===== src/rtl/lighthouse_ootx_pkg.sv =====
// Shared types, constants and frame-size helpers for the lighthouse OOTX encoder.
// The optional internal CRC (macro OOTX_ENCODER_CRC_EN) uses the CRC32_* constants.
package lighthouse_ootx_pkg;

   typedef enum logic [1:0] {
      ST_IDLE,
      ST_PREAMBLE,
      ST_WORD,
      ST_SYNC
   } ootx_state_t;

   localparam int PREAMBLE_ZEROS = 17;
   localparam int WORD_BITS      = 16;

   localparam logic [31:0] CRC32_POLY   = 32'hEDB8_8320;
   localparam logic [31:0] CRC32_INIT   = 32'hFFFF_FFFF;
   localparam logic [31:0] CRC32_XOROUT = 32'hFFFF_FFFF;

   function automatic int payload_words(input int payload_bytes);
      return (payload_bytes + 1) / 2;
   endfunction

   // Preamble plus sync-terminated length, payload and two CRC words.
   function automatic int frame_bits(input int payload_bytes);
      return PREAMBLE_ZEROS + 1 + (WORD_BITS + 1) * (1 + payload_words(payload_bytes) + 2);
   endfunction

endpackage


===== src/rtl/ootx_crc32_serial.sv =====
// Bit-serial reflected CRC-32 over a latched byte vector, byte 0 first, LSB first.
// Only instantiated when OOTX_ENCODER_CRC_EN is defined.
module ootx_crc32_serial
   import lighthouse_ootx_pkg::*;
#(
   parameter int NBYTES = 33
) (
   input  logic                clock,
   input  logic                reset,
   input  logic                start,
   input  logic [8*NBYTES-1:0] data,
   output logic                busy,
   output logic [31:0]         crc_o
);

   localparam int NBITS = 8 * NBYTES;
   localparam int CNT_W = $clog2(NBITS + 1);

   logic [NBITS-1:0] shift;
   logic [CNT_W-1:0] remaining;
   logic [31:0]      crc;

   always_ff @(posedge clock or posedge reset) begin
      if (reset) begin
         shift     <= '0;
         remaining <= '0;
         crc       <= '0;
      end else if (start) begin
         shift     <= data;
         remaining <= CNT_W'(NBITS);
         crc       <= CRC32_INIT;
      end else if (remaining != '0) begin
         shift     <= shift >> 1;
         remaining <= remaining - 1'b1;
         crc       <= (crc >> 1) ^ ((crc[0] ^ shift[0]) ? CRC32_POLY : 32'h0);
      end
   end

   assign busy  = (remaining != '0);
   assign crc_o = crc ^ CRC32_XOROUT;

endmodule


===== src/rtl/lighthouse_ootx_encoder.sv =====
// OOTX frame serializer: preamble, length, payload and CRC words, one bit per strobe.
// Define OOTX_ENCODER_CRC_EN to compute the CRC internally instead of using crc32_i.
module lighthouse_ootx_encoder
   import lighthouse_ootx_pkg::*;
#(
   parameter int PAYLOAD_BYTES = 33
) (
   input  logic                       clock,
   input  logic                       reset,
   input  logic [8*PAYLOAD_BYTES-1:0] payload_i,
   input  logic [31:0]                crc32_i,
   input  logic                       load,
   input  logic                       bit_strobe,
   output logic                       ootx_bit,
   output logic                       bit_valid,
   output logic                       busy,
   output logic                       frame_done
);

   // state       | meaning
   // ST_IDLE     | waiting for load; busy held one extra cycle after a frame
   // ST_PREAMBLE | 17 zeros then a one, bit_cnt 0..17
   // ST_WORD     | 16 data bits of word word_idx, MSB of first byte first
   // ST_SYNC     | single 1 after each word; last CRC word ends the frame

   localparam int NPW    = payload_words(PAYLOAD_BYTES);
   localparam int NW     = NPW + 3;
   localparam int WIDX_W = $clog2(NW);

   localparam logic [WIDX_W-1:0] LAST_WORD = WIDX_W'(NW - 1);
   localparam logic [15:0]       LEN_WORD  = {8'(PAYLOAD_BYTES), 8'(PAYLOAD_BYTES >> 8)};

   ootx_state_t               state;
   logic [4:0]                bit_cnt;
   logic [WIDX_W-1:0]         word_idx;
   logic [8*PAYLOAD_BYTES-1:0] payload_q;
   logic [16*NPW-1:0]         padded;
   logic [31:0]               crc_field;
   logic [15:0]               cur_word;
   logic                      load_ok;

   assign load_ok = load && (state == ST_IDLE) && !busy;

`ifdef OOTX_ENCODER_CRC_EN
   logic crc_busy;

   ootx_crc32_serial #(
      .NBYTES (PAYLOAD_BYTES)
   ) u_crc (
      .clock (clock),
      .reset (reset),
      .start (load_ok),
      .data  (payload_i),
      .busy  (crc_busy),
      .crc_o (crc_field)
   );
`else
   logic [31:0] crc_q;

   always_ff @(posedge clock or posedge reset) begin
      if (reset) begin
         crc_q <= '0;
      end else if (load_ok) begin
         crc_q <= crc32_i;
      end
   end

   assign crc_field = crc_q;
`endif

   // An odd payload gets a trailing 0x00 pad byte in its last word.
   always_comb begin
      padded = '0;
      padded[8*PAYLOAD_BYTES-1:0] = payload_q;
   end

   // Earlier byte of each pair sits in [15:8] so the word shifts out MSB-first.
   always_comb begin
      cur_word = LEN_WORD;
      for (int i = 0; i < NPW; i++) begin
         if (word_idx == WIDX_W'(i + 1)) begin
            cur_word = {padded[16*i +: 8], padded[16*i+8 +: 8]};
         end
      end
      if (word_idx == WIDX_W'(NPW + 1)) begin
         cur_word = {crc_field[7:0], crc_field[15:8]};
      end
      if (word_idx == WIDX_W'(NPW + 2)) begin
         cur_word = {crc_field[23:16], crc_field[31:24]};
      end
   end

   always_ff @(posedge clock or posedge reset) begin
      if (reset) begin
         state      <= ST_IDLE;
         bit_cnt    <= '0;
         word_idx   <= '0;
         payload_q  <= '0;
         ootx_bit   <= 1'b0;
         bit_valid  <= 1'b0;
         busy       <= 1'b0;
         frame_done <= 1'b0;
      end else begin
         bit_valid  <= 1'b0;
         frame_done <= 1'b0;
         case (state)
            ST_IDLE: begin
               busy <= 1'b0;
               if (load_ok) begin
                  state     <= ST_PREAMBLE;
                  busy      <= 1'b1;
                  payload_q <= payload_i;
                  bit_cnt   <= '0;
                  word_idx  <= '0;
               end
            end
            ST_PREAMBLE: begin
               if (bit_strobe) begin
                  bit_valid <= 1'b1;
                  ootx_bit  <= (bit_cnt == 5'(PREAMBLE_ZEROS));
                  if (bit_cnt == 5'(PREAMBLE_ZEROS)) begin
                     state   <= ST_WORD;
                     bit_cnt <= '0;
                  end else begin
                     bit_cnt <= bit_cnt + 1'b1;
                  end
               end
            end
            ST_WORD: begin
               if (bit_strobe) begin
                  bit_valid <= 1'b1;
                  ootx_bit  <= cur_word[~bit_cnt[3:0]];
                  if (bit_cnt == 5'(WORD_BITS - 1)) begin
                     state   <= ST_SYNC;
                     bit_cnt <= '0;
                  end else begin
                     bit_cnt <= bit_cnt + 1'b1;
                  end
               end
            end
            ST_SYNC: begin
               if (bit_strobe) begin
                  bit_valid <= 1'b1;
                  ootx_bit  <= 1'b1;
                  if (word_idx == LAST_WORD) begin
                     state      <= ST_IDLE;
                     frame_done <= 1'b1;
                  end else begin
                     word_idx <= word_idx + 1'b1;
                     state    <= ST_WORD;
                  end
               end
            end
            default: state <= ST_IDLE;
         endcase
      end
   end

endmodule


===== config.mk =====
export PLATFORM = sky130hd
export DESIGN_NAME = lighthouse_ootx_encoder
export DESIGN_NICKNAME = d
export VERILOG_FILES = /design/src/rtl/lighthouse_ootx_pkg.sv /design/src/rtl/ootx_crc32_serial.sv /design/src/rtl/lighthouse_ootx_encoder.sv
export SDC_FILE = /design/constraint.sdc
export NUM_CORES = 1
export LEC_CHECK = 0
export CAP_MARGIN = 25
export CORE_MARGIN = 4
export CORE_UTILIZATION = 45
export DETAILED_ROUTE_END_ITERATION = 6
export PLACE_DENSITY = 0.74
export SKIP_CTS_REPAIR_TIMING = 1
export SYNTH_ARGS = -nofsm -noshare
export SYNTH_HDL_FRONTEND = slang
export SYNTH_SLANG_ARGS = --single-unit

===== constraint.sdc =====
create_clock -name clock -period 16.4 [get_ports clock]
set_clock_uncertainty 0.05 [all_clocks]
set_input_delay 1.64 -clock clock [delete_from_list [all_inputs] [get_ports clock]]
set_output_delay 1.64 -clock clock [all_outputs]
set_load 0.005 [all_outputs]

==> results of run 1 <==
-- through the flow --
stage / total power (uW) / worst slack, ps / hold slack, ps
2_1_floorplan: 2150 / 6080 / 420
3_3_place_gp: 2510 / 11300 / 428
3_5_place_dp: 2560 / 11250 / 434
4_1_cts: 3350 / 11770 / 452
5_1_grt: 3540 / 11610 / 463
6_report: 3360 / 11810 / 450
-- per-layer routing --
metal	vias up	track usage	share of wire
met5	-	0	0
met2	587	0.408	0.47
met4	0	0.0901	0.035
met1	6143	0.367	0.43
met3	94	0.0407	0.073
li1	5428	-	-
-- final cells by class --
class / count / area (sq um)
Fill cell: 2698 / 13600
Multi-Input combinational cell: 884 / 7110
Clock buffer: 53 / 1070
Antenna cell: 1 / 2.50
Clock inverter: 10 / 85.1
Timing Repair Buffer: 328 / 3300
Inverter: 24 / 97.6
Tap cell: 448 / 561
Sequential cell: 312 / 7810
-- power by group through the flow --
stage | Sequential (uW) | Clock (uW) | Combinational (uW)
after detailed placement | 1380 | 0 | 1180
after CTS | 1380 | 790 | 1180
after global routing | 1420 | 827 | 1290
final | 1390 | 781 | 1190
after global placement | 1370 | 0 | 1140
after floorplan | 1300 | 0 | 853
-- sequential cells by signal, indices dropped and copies added (netlist names) --
name and flops:
busy 1, state 2, bit_valid 1, crc_field 32, payload_q 264, frame_done 1, bit_cnt 5, ootx_bit 1
word_idx 5
-- cell usage after synthesis (5+ instances only) --
| library cell | count |
|---|---|
| sky130_fd_sc_hd__o221ai_1 | 11 |
| sky130_fd_sc_hd__a22oi_1 | 14 |
| sky130_fd_sc_hd__o211ai_1 | 12 |
| sky130_fd_sc_hd__a211oi_1 | 13 |
| sky130_fd_sc_hd__nand3_1 | 24 |
| sky130_fd_sc_hd__nor3_1 | 13 |
| sky130_fd_sc_hd__clkbuf_1 | 67 |
| sky130_fd_sc_hd__a22o_1 | 9 |
| sky130_fd_sc_hd__nor4_1 | 5 |
| sky130_fd_sc_hd__nand4_1 | 7 |
| sky130_fd_sc_hd__nand4bb_1 | 5 |
| sky130_fd_sc_hd__or3b_2 | 5 |
| sky130_fd_sc_hd__a31oi_1 | 14 |
| sky130_fd_sc_hd__nand2b_1 | 19 |
| sky130_fd_sc_hd__a21oi_1 | 78 |
| sky130_fd_sc_hd__o22a_1 | 5 |
| sky130_fd_sc_hd__o2111ai_1 | 5 |
| sky130_fd_sc_hd__o21ai_0 | 61 |
| sky130_fd_sc_hd__a221oi_1 | 5 |
| sky130_fd_sc_hd__nor2b_1 | 9 |
| sky130_fd_sc_hd__nor2_1 | 49 |
| sky130_fd_sc_hd__inv_1 | 24 |
| sky130_fd_sc_hd__o22ai_1 | 16 |
| sky130_fd_sc_hd__ha_1 | 14 |
| sky130_fd_sc_hd__dfrtp_1 | 312 |
| sky130_fd_sc_hd__o311ai_0 | 5 |
| sky130_fd_sc_hd__mux2_2 | 298 |
| sky130_fd_sc_hd__nor3b_1 | 6 |
| sky130_fd_sc_hd__a2111oi_0 | 9 |
| sky130_fd_sc_hd__nand2_1 | 81 |
| sky130_fd_sc_hd__nand3b_1 | 6 |
| sky130_fd_sc_hd__buf_2 | 20 |
| sky130_fd_sc_hd__nor4bb_1 | 6 |
-- cell families after synthesis --
kind of cell,after synthesis
flip-flops,312
multiplexers,305
AO/OA/AOI/OAI,299
AND/OR/NAND/NOR,266
buffers and inverters,119
adder cells (fa/ha/maj),14
-- final timing paths --
kind / to / slack [ps] / cells after the start
worst max-delay path: payload_q[66] / 11810 / 5
worst min-delay path: payload_q[97] / 450 / 1
worst max register to register: ootx_bit / 12060 / 11
worst min register to register: payload_q[97] / 450 / 1
max in group asynchronous: payload_q[203] / 13630 / 4
min in group asynchronous: payload_q[2] / 1550 / 2
-- critical path: cells and delay by family --
family,cells,cell delay [ps]
buffers and inverters,3,2200
muxes,1,430
and+or+nand+nor,1,590
==> reports/summary.md, run 1 <==
The largest area contributor in the netlist is sky130_fd_sc_hd__dfrtp_1. The initial antenna violation count came out at 1. The cell area after synthesis is 15400 sq um, and the total number of nets in the final design is 1899.

Data on the critical path is required at its endpoint by 16730 ps. Synthesis instantiated 76 different standard cells from the library. Along the worst path, the maximum fanout reaches 76.

The routed layout has 12300 vias. The data arrival time of the critical path is 4930 ps. The worst setup path is captured at a flop. The mean post-synth cell area came out at 11.7 sq um. The xor-xnor portion of the synthesized cell area was 0; the routability congestion estimate was 0.921.

For this run, the leading register cell type out of synthesis is sky130_fd_sc_hd__dfrtp_1. The tools report the sequential share of power as 0.413. Synthesis produced 1315 cells. Summed over all nets, the half-perimeter wirelength after detailed placement is 35700 um. The proportion of netlist area held by the largest area contributor is 0.507.

The clock reaches the later pin of the worst-skew pair after 500 ps. The Yosys step of the flow raised 0 warnings. Adding up every negative setup slack in the final design gives 0 ps. The flow ran to the end, and the final reports show no timing, DRC or antenna violations. The clock share of power was 0.232; the post-place instance area was 18800 sq um.

The library cells used most frequently in the layout, excluding fill and tap cells, are sky130_fd_sc_hd__dfrtp_1 (312), sky130_fd_sc_hd__clkdlybuf4s50_1 (303), sky130_fd_sc_hd__mux2_2 (298), sky130_fd_sc_hd__nand2_1 (81), sky130_fd_sc_hd__a21oi_1 (78). The fraction of registers with async set or reset after synthesis was 1.00; the port buffer count was 303. For this block, the initial DRC count from the detailed router was 1274. The die extent in x is 193 um.

The critical path goes through clkdlybuf4s50_1, nand3_4, buf_4, buf_4, mux2_2. The number of placement rows is 67, and the detailed-routing iteration count for the pre-antenna-repair pass is 6. After the flow finishes, the layout carries non-filler instances totaling 2060. The I/O pin count was 304.

The tools report the count of final max-slew check failures as 0. The multiplexer share of the synthesized area was 0.226. The total power divided by cell area came out at 168 nW/um^2. The switching part of the total is 0.334. The class of the tightest hold or removal check is reg2reg.

The final wirelength was 49600 um. The area share of fa/ha/maj cells after synthesis is 0.0114, and the total instance count after detailed placement is 1992. The cell area after layout is 20000 sq um. The setup path with the least slack is of type in2reg. The die covers 37200 sq um. Counting every net in the synthesized netlist gives 1629. For the portion of total power attributed to combinational logic, the log shows 0.355. Library cell appearing most often on the critical path: sky130_fd_sc_hd__buf_4. TritonCTS built the clock tree. The share of the synthesized area in compound gates (AO/OA/AOI/OAI) is 0.128. The number of hold-slack violations in the final timing report came out at 0. The delay of the slowest cell on the worst path was 900 ps; the fraction of layout cells with a size suffix above 1 was 0.252.

The region available for standard cell placement spans 33600 sq um. Once detail routing completed, the nets flagged for antenna violations numbered 0. Sequential cell area fraction in the yosys report: 0.507. The startpoint of the worst-slack reg-to-reg timing path is word_idx[1]. The run gives 2 as the H-tree level count. By area the synthesized netlist is led by sky130_fd_sc_hd__dfrtp_1 (51%), sky130_fd_sc_hd__mux2_2 (22%), sky130_fd_sc_hd__a21oi_1 (2.5%). Dividing the detail-routed wire length by the instance count gives 24.1 um. The internal power of the cells totals 2240 uW. For the pin count of the biggest net entering global routing, the log shows 89.

The achievable clock frequency was 218 MHz; the clock edge transition at the registers on the reported setup and hold paths was 60 ps. IR analysis of the VDD net gives a maximum drop of 0.0695 mV. The run gives 35 as the CTS buffer count.

The via count of the first global-routing pass is 12400. For the clock sink count, the log shows 312. Launch instance of the worst min-delay path: payload_q[97].

Setup violations remaining at the end of the flow were counted as 0. For the starting density of the core, the log shows 0.458. After synthesis, the largest family of logic cells by area is multiplexers.

Setup repair after global routing left no endpoint under its margin. The tightest slew margin relative to the limit came out at 0.277. The logs give 3 for the buffer depth of the longest clock path and 73600 um for the global-route wire length before repair.

The final core utilization is 0.596. For the pin with the worst max-slew slack, the measured transition is 1070 ps. Register bit count reported by yosys: 312.

The post-synthesis simple-gate area fraction was 0.0948; the remaining design rule violation count was 0. Summed over all nets, the switching power comes to 1120 uW. The post-synthesis to final-layout area growth came out at 30.2%. Global routing finished with a remaining overflow of 0.

After detailed routing, the number of vias per cell comes to 5.95. The smallest clock period supported by the final layout is computed as 4590 ps. The root buffer selected by CTS is sky130_fd_sc_hd__clkbuf_16.

Across the run, the number of max-cap violations was 0. STA classifies the critical path startpoint as a primary input. Counting flops with a built-in enable in the synthesized netlist gives 0.

The library cell used most frequently in the layout, excluding fill and tap cells, is sky130_fd_sc_hd__dfrtp_1. For this design, the slowest cell found on the critical path is sky130_fd_sc_hd__buf_4. The die is 193 um tall. The overall fraction of global-route tracks in use was 0.259; the static leakage was 0.00827 uW. The worst setup path startpoint is load. The part of the cycle the worst path needs is 0.280.
Power figures use the tool's default switching activity.
==> run 2: changes to the inputs <==
clock period = 4.4 ns   (was 16.4 ns; I/O delays follow)
==> run 2 against run 1 <==
Sequential share of layout area about the same. Power rose to 3.8 times the previous value. Core utilization about the same. Via count up 1.1%. Clock power rose to 3.6 times the previous value. Combinational power rose to 3.7 times the previous value. Highest routed layer unchanged.
==> reports/summary.md, run 2 (synthesis results as in run 1) <==
The run finished with clean final reports. The tools report the clock sink count as 312 (unchanged). The H-tree level count was 2 (unchanged). The path type of the worst setup path is reg2reg (was in2reg). The starting density of the core was 0.458 (unchanged). The die extent in x came out at 193 um (unchanged). The peak fanout along the critical path came out at 17 (was 76).

The total power divided by cell area came out at 633 nW/um^2 (was 168 nW/um^2). The tools report the die footprint as 37200 sq um (unchanged). The final antenna-violating net count was 0 (unchanged); the max-cap check violation count was 0 (unchanged). Commonest non-fill, non-tap cell in the layout: sky130_fd_sc_hd__dfrtp_1 (unchanged). The routability congestion estimate is 0.986 (was 0.921), and the core region area is 33600 sq um (unchanged). The achievable clock frequency was 247 MHz. The clock latency on the worst-skew pair was 520 ps (was 500 ps); the required time of the worst setup path was 4730 ps (was 16730 ps).

The routed length per instance is 24.9 um (was 24.1 um), and the overall via count from detail_route is 12400 (was 12300). The number of flip-flops under the largest register name works out to 264 (unchanged). The detailed-routing wirelength on met1 was 22200 um (was 21100 um); the count of buffer and inverter cells on the critical path was 1 (was 3). For the total congestion overflow after global routing, the log shows 0 (unchanged). The post-synthesis to final-layout area growth was 30.2% (about the same); the buffer depth of the longest clock path was 3 (unchanged). The run gives 0 (unchanged) as the number of hold-slack violations in the final timing report. Top routing layer in use: met4 (unchanged).

The run gives 3530 um (was 3620 um) as the wire length on met3. The register with the highest flop count is payload_q (unchanged). The port buffer count is 303 (unchanged).

The run gives 2728 (was 2698) as the final-layout fill cell count. The height of the chip is 193 um (unchanged). The number of vias per cell is 5.99 (was 5.95). Sum of met2 wire segment lengths after detailed routing: 24200 um (was 23200 um).

The clock edge transition at the registers on the reported setup and hold paths came out at 60 ps (about the same). The tools report the root buffer selected by CTS as sky130_fd_sc_hd__clkbuf_16 (unchanged). The total number of nets in the final design came out at 1911 (was 1899). The final core utilization is 0.596 (about the same). Setup repair after global routing left no endpoint under its margin.

The logs give 351 ps (was 11810 ps) for the slack of the critical path and 439 ps (was 11250 ps) for the worst slack after detailed placement. The transition at the pin with the smallest max-transition slack works out to 867 ps (was 1070 ps). Part of the cycle the worst path needs: 0.920. The cell at the slowest stage of the critical path is sky130_fd_sc_hd__or4bb_1 (was sky130_fd_sc_hd__buf_4). For the CTS buffer count, the log shows 34 (was 35). TritonCTS built the clock tree.

The fraction of layout cells with a size suffix above 1 was 0.255 (was 0.252). The tools report the I/O pin count as 304 (unchanged). The time the final worst path needs with I/O delays and setup was 4050 ps. The antenna diode count is 0 (was 1), and the tightest slew margin relative to the limit is 0.407 (was 0.277). The logs give 51400 um (was 49600 um) for the final wirelength and 0 (unchanged) for the total setup violations reported at the end of the flow. The cell type group with the largest total delay on the critical path is compound AO/OA/AOI/OAI gates (was buffers and inverters). The overall fraction of global-route tracks in use was 0.270 (was 0.259). For the number of placement rows, the log shows 67 (unchanged). Class of the tightest hold or removal check: in2async (was reg2reg). The type of element launching the critical path was a flop (was a primary input).

For the detailed-routing iteration count for the pre-antenna-repair pass, the log shows 6 (unchanged). For the static leakage, the log shows 0.00828 uW (was 0.00827 uW). Via count of the first global-routing pass: 12700 (was 12400). Delay of the slowest cell on the worst path: 820 ps (was 900 ps). The run gives 0.356 mV (was 0.0695 mV) as the worst supply voltage drop on vdd. For the pin count of the biggest net entering global routing, the log shows 110 (was 89).

For the global-route wire length before repair, the log shows 76600 um (was 73600 um). The count of final max-slew check failures came out at 0 (unchanged). For the half-perimeter wire length after placement, the log shows 38900 um (was 35700 um). The nature of the critical path endpoint was a flop (unchanged). Most frequent cells in the layout: sky130_fd_sc_hd__dfrtp_1 (312), sky130_fd_sc_hd__clkdlybuf4s50_1 (303), sky130_fd_sc_hd__mux2_2 (298), sky130_fd_sc_hd__nand2_1 (81), sky130_fd_sc_hd__a21oi_1 (78) (unchanged). Cells along the critical path: inv_1, ha_2, or4bb_1, nand3_1, a31oi_1, a2111oi_0, o21ai_0, a211o_1, a32oi_1, o221ai_1 (was clkdlybuf4s50_1, nand3_4, buf_4, buf_4, mux2_2).

The initial antenna violation count was 0 (was 1); the total power draw was 12700 uW (was 3360 uW). The number of design-rule violations left by the first detailed-router iteration was 1186 (was 1274); the remaining design rule violation count was 0 (unchanged). The run gives 4380 ps (was 4930 ps) as the data arrival time of the critical path.
run 2: cell count changes in the layout (fill, tap and decap cells not counted), moves of 2 or more:
cell                         delta
sky130_fd_sc_hd__buf_16         -4
sky130_fd_sc_hd__buf_4         +13
sky130_fd_sc_hd__clkinv_4       -2
sky130_fd_sc_hd__clkinvlp_4     +2
sky130_fd_sc_hd__clkbuf_1       +2
sky130_fd_sc_hd__clkinv_2       -3
sky130_fd_sc_hd__buf_12         +4
run 2: path summary, 6_finish.rpt:
path	from	end	slack, ps	depth (start not counted)
max	word_idx[1]	ootx_bit	350	10
min	reset	payload_q[30]	370	2
max reg2reg	word_idx[1]	ootx_bit	350	10
min reg2reg	payload_q[0]	payload_q[0]	450	1
max in group asynchronous	reset	payload_q[255]	2860	3
min in group clock	payload_q[0]	payload_q[0]	450	1
run 2: layout make-up:
cell class              instances  area (sq um)  area share
repair buffers                341          3370       0.168
inverters                      24          93.8     0.00468
multi-input cells             884          7110       0.355
clock buffers                  54          1060      0.0529
flip-flops and latches        312          7810       0.390
clock inverters                 6          38.8     0.00194
well taps                     448           561      0.0280
run 2: power by group:
part / switching, uW / total [uW] / internal [uW]
logic: 2090 / 4420 / 2340
registers: 1150 / 5460 / 4300
clock network: 1140 / 2800 / 1650
total: 4380 / 12700 / 8300
run 2: routing by layer:
metal	up-vias	track usage
li1	5465	-
met1	6264	0.383
met2	562	0.433
met3	92	0.0440
met4	0	0.0738
met5	-	0
run 2: stage by stage:
step / cell area (sq um) / std cells / setup TNS (ps) / hold slack [ps]
2_1_floorplan: 15400 / 1315 / -76410 / 420
3_3_place_gp: 18900 / 2009 / 0 / 433
3_5_place_dp: 18900 / 2009 / 0 / 440
4_1_cts: 20000 / 2069 / 0 / 383
5_1_grt: 20000 / 2069 / 0 / 421
6_report: 20000 / 2069 / 0 / 369
